## config.mk

```make
export PLATFORM = sky130hd
export DESIGN_NAME = datapath
export DESIGN_NICKNAME = d
export VERILOG_FILES = /design/src/rtl/datapath.sv
export SDC_FILE = /design/constraint.sdc
export NUM_CORES = 1
export LEC_CHECK = 0
export CAP_MARGIN = 20
export CORE_MARGIN = 1
export CORE_UTILIZATION = 35
export DETAILED_ROUTE_END_ITERATION = 8
export PLACE_DENSITY_LB_ADDON = 0.08
export SYNTH_ARGS = -nofsm -noshare
export SYNTH_HDL_FRONTEND = slang
export SYNTH_SLANG_ARGS = --single-unit
```

## constraint.sdc

```tcl
create_clock -name clk -period 5.4 [get_ports clk]
set_input_delay 0.81 -clock clk [delete_from_list [all_inputs] [get_ports clk]]
set_output_delay 0.81 -clock clk [all_outputs]
set_load 0.05 [all_outputs]
```

## src/rtl/datapath.sv

```systemverilog
// Eight-entry 4-bit register file with a 4-bit ALU and an edge-detected write strobe.
// Define DATAPATH_RES_REG_EN to register Res (one extra cycle of latency).
module datapath (
   input  logic       clk,
   input  logic       reset,
   input  logic [3:0] EXTData,
   input  logic [2:0] AddrSrc1,
   input  logic [2:0] AddrSrc2,
   input  logic [2:0] AddrDest,
   input  logic       isExternal,
   input  logic       pushButn,
   input  logic [1:0] ALUSel,
   output logic [3:0] Res
);

   logic [7:0][3:0] r_regs;
   logic            r_btn_q;
   logic [3:0]      w_a;
   logic [3:0]      w_b;
   logic [3:0]      w_alu;
   logic [3:0]      w_wdata;
   logic            w_we;

   assign w_a = r_regs[AddrSrc1];
   assign w_b = r_regs[AddrSrc2];

   always_comb begin
      w_alu = 4'd0;
      case (ALUSel)
         2'b00:   w_alu = w_a + w_b;
         2'b01:   w_alu = w_a - w_b;
         2'b10:   w_alu = w_a & w_b;
         default: w_alu = w_a | w_b;
      endcase
   end

   assign w_wdata = isExternal ? EXTData : w_alu;
   // One write per press: a held button stays blocked until it is seen low.
   assign w_we    = pushButn & ~r_btn_q;

   always_ff @(posedge clk or posedge reset) begin
      if (reset) begin
         r_regs  <= '0;
         r_btn_q <= 1'b0;
      end else begin
         r_btn_q <= pushButn;
         if (w_we) begin
            r_regs[AddrDest] <= w_wdata;
         end
      end
   end

`ifdef DATAPATH_RES_REG_EN
   logic [3:0] r_res;

   always_ff @(posedge clk or posedge reset) begin
      if (reset) begin
         r_res <= 4'd0;
      end else begin
         r_res <= w_alu;
      end
   end

   assign Res = r_res;
`else
   assign Res = w_alu;
`endif

endmodule

```

==> results.tsv <==
stage	metric	value	unit
logic_synthesis	ys.warnings.count	0	
setup_path	r2r_cells	13	
timing	slew_headroom	52.2	%
power	netSwitchingPower	0.527	mW
setup_path	crit_family	multiplexers	
setup_path	crit_top_cell	ha_1	
floorplanning	fp.dieH	80.7	µm
timing	finalCriticalPeriod	5010	ps
setup_path	r2r_start	r_regs[29]$_DFFE_PP0P_	
power	ir_drop	0.000509	V
logic_synthesis	ys_seq_area_share	38.1	%
setup_path	cp-start-kind	input port	
final_layout	drive_gt1_share	20.8	%
placed_design	hpwl	4080	µm
grt	antenna_found_initial	0	
setup_path	cp_cell_sequence	clkdlybuf4s50_1 -> mux4_2 -> mux2i_1 -> ha_1 -> nand2_1 -> o21ai_0 -> inv_1 -> ha_1 -> a21o_1 -> a21oi_1 -> xor2_1 -> mux2i_4 -> inv_2 -> buf_4	
routing	wirelength	5210	µm
floorplanning	dieArea	0.00651	mm²
logic_synthesis	synth_xor_area_share	1.21	%
logic_synthesis	avgSynthCellArea	10.7	µm²
final_layout	final_cells	301	
logic_synthesis	yosysUniqueCellTypes	38	
clock_tree	ctsHoldBuffers	0	
timing	tightest_slew	696	ps
job	drv.max_cap_violation_count	0	
setup_path	crit_cells	14	
routing	vias	1622	
final_layout	antenna_cells	0	
timing	drv_slew	0	
clock_tree	clk_pin_slew_worst_paths	60	ps
timing	tns	0	ps
final_layout	area_delta_synth_final	19.9	%
floorplanning	initial_core_util	36.4	%
power	power.density	523	mW/mm²
power	p_comb_share	51.3	%
logic_synthesis	syn_area	0.00217	mm²
logic_synthesis	synth_mux_area_share	27.8	%
setup_path	max_stage_delay	720	ps
routing	drtPass1Iterations	4	
setup_path	cp-end-kind	output pin	
setup_path	worst-path-buf-inv	4	
clock_tree	clk_latency	280	ps
power	power_leakage	1.10	nW
placed_design	placed_cells	293	
final_layout	nNetsFinal	251	
clock_tree	cts_tree	done	
logic_synthesis	synth_top_area_share	38.1	%
power	p_int	0.833	mW
timing	skew	6.74	ps
timing	rsz0062_at_grt	no	
timing	finalSetupViolCount	0	
routing	drc	0	
setup_path	endpoint	Res[3]	
routing	avgViaCountPerCell	5.39	
grt	grt_pass1_vias	1615	
floorplanning	core	0.00596	mm²
timing	period_share	92.8	%
power	seq_power_share	31.1	%
setup_path	criticalPathCategory	input port to output pin	
timing	finalHoldViolCount	0	
grt	grt-ovfl-total	0	
clock_tree	postCtsSetupRepairBufs	0	
routing	drt.antenna.violating_nets	0	
clock_tree	cts_root_buffer	clkbuf_8	
setup_path	cp.arrival	4200	ps
status	outcome	complete, no violations	
clock_tree	htree_num_levels	2	
clock_tree	cts.path.max_buffers	2	
logic_synthesis	ys_top_cells_by_area	dfrtp_1 38%, mux4_2 15%, mux2_2 6.2%	
setup_path	r2r_end	r_regs[7]$_DFFE_PP0P_	
logic_synthesis	synth_area_leader_cell	dfrtp_1	
final_layout	utilization	43.6	%
setup_path	required	4590	ps
routing	routedWlPerCell	17.3	µm
logic_synthesis	postSynthCellCount	202	
logic_synthesis	synth_top_family_by_area	multiplexers	
placed_design	place_congestion	0.773	
timing	fmax	200	MHz
clock_tree	cts_buffers	5	
logic_synthesis	synthSimpleGateAreaFrac	12.8	%
routing	drt-initial-drc-count	76	
power	switching_share	38.7	%
floorplanning	pin_count	23	
setup_path	crit_path_max_fanout	10	
grt	grt_pass1_wl	8310	µm
grt	grt_max_degree	34	
logic_synthesis	synth_fa_ha_area_share	4.39	%
setup_path	r2r_slack	2210	ps
hold_path	hold_class	flop to flop	
clock_tree	post_cts_resized	0	
grt	grtUsageTotal	17.7	%
floorplanning	die_w	80.7	µm
clock_tree	cts.sinks	33	
setup_path	cp-startpoint	AddrSrc2[2]	
power	clockPowerShare	17.5	%
placed_design	numPortBuffers	22	
logic_synthesis	synth-seq-cells	33	
logic_synthesis	syn_nets	228	
logic_synthesis	synth_compound_area_share	11.3	%
floorplanning	rows	28	
setup_path	crit_slowest_cell	clkdlybuf4s50_1	
==> cell usage in the layout, fill, tap and decap left out, types with 3 or more instances in the layout <==
master           Yosys  final
and3b_1              3      3
nand2_1             14     14
nand2b_1             6      6
a21oi_1             15     15
mux2_2              12     12
nor2_1              19     19
o21ai_0              7      7
buf_4                2      7
o21ai_1              8      8
clkdlybuf4s50_1      0     19
inv_1                7      7
mux2i_1             13     13
clkbuf_8             0      6
dfrtp_1             33     33
ha_1                 6      6
nand3b_1             4      4
o31ai_1              4      4
mux4_2              14     14
nand3_1              4      4
==> registers in the layout (all words and copies together) (netlist names) <==
register / flops
r_btn_q: 1
r_regs: 32
==> metal layers <==
metal / share of wire (%) / wire length, µm / track usage (%)
met4: 1.6 / 85 / 7.32
met1: 48 / 2500 / 23.6
met2: 46 / 2390 / 28.1
met5: 0 / 0 / 0
met3: 4.6 / 241 / 3.52
==> final cells by class <==
cell class	instances	area, µm²
clock inverter	1	30.0
tap	75	93.8
clock buffer	7	86.3
inverter	9	33.8
sequential	33	826
timing repair buffer	28	283
fill	553	3360
multi-input combinational	148	1250
==> worst min-delay path, stage by stage (launching register included) <==
cell	delay, ps
dfrtp_1	360
nand2_1	50
o21ai_1	60
==> Yosys cell counts, drive strengths merged <==
cell type / instances
a21boi: 1
a21o: 1
a21oi: 16
a31oi: 2
and2: 1
and3: 2
and3b: 3
buf: 8
clkbuf: 4
dfrtp: 33
fa: 1
ha: 6
inv: 9
mux2: 12
mux2i: 14
mux4: 14
nand2: 14
nand2b: 6
nand3: 4
nand3b: 4
nand4: 1
nor2: 19
nor3b: 1
o211ai: 2
o21ai: 15
o22a: 1
o31ai: 4
or2: 1
xnor2: 1
xor2: 2
==> kinds of logic (layout without fill, tap and decap cells) <==
logic type	after synthesis	after routing
AOI/OAI and AO/OA	42	42
xor gates and xnor gates	3	3
adders and majority gates	7	7
buffers and inverters	21	45
DFF	33	33
muxes	40	40
and+or+nand+nor	56	56
==> power groups by stage <==
stage	logic, mW	registers [mW]	clock network, mW
6_report	0.698	0.423	0.238
5_1_grt	0.770	0.432	0.252
2_1_floorplan	0.511	0.390	0
4_1_cts	0.704	0.420	0.244
3_5_place_dp	0.702	0.425	0
3_3_place_gp	0.692	0.423	0
==> worst min-delay path by stage <==
stage / start / endpoint / cells past startpoint
after CTS: r_regs[9]$_DFFE_PP0P_ / r_regs[9]$_DFFE_PP0P_ / 2
after floorplan: r_regs[4]$_DFFE_PP0P_ / r_regs[4]$_DFFE_PP0P_ / 2
after global placement: r_regs[4]$_DFFE_PP0P_ / r_regs[4]$_DFFE_PP0P_ / 2
after global routing: r_regs[4]$_DFFE_PP0P_ / r_regs[4]$_DFFE_PP0P_ / 2
final: r_regs[9]$_DFFE_PP0P_ / r_regs[9]$_DFFE_PP0P_ / 2
after detailed placement: r_regs[9]$_DFFE_PP0P_ / r_regs[9]$_DFFE_PP0P_ / 2
==> per-stage QoR <==
step	total power [mW]	area, µm²	worst slack [ps]	hold WS [ps]
floorplan	0.901	2170	953	461
global placement	1.11	2480	419	488
detailed placement	1.13	2480	358	501
CTS	1.37	2600	353	516
global route	1.45	2600	153	557
finish	1.36	2600	391	517
Power figures use the tool's default switching activity.
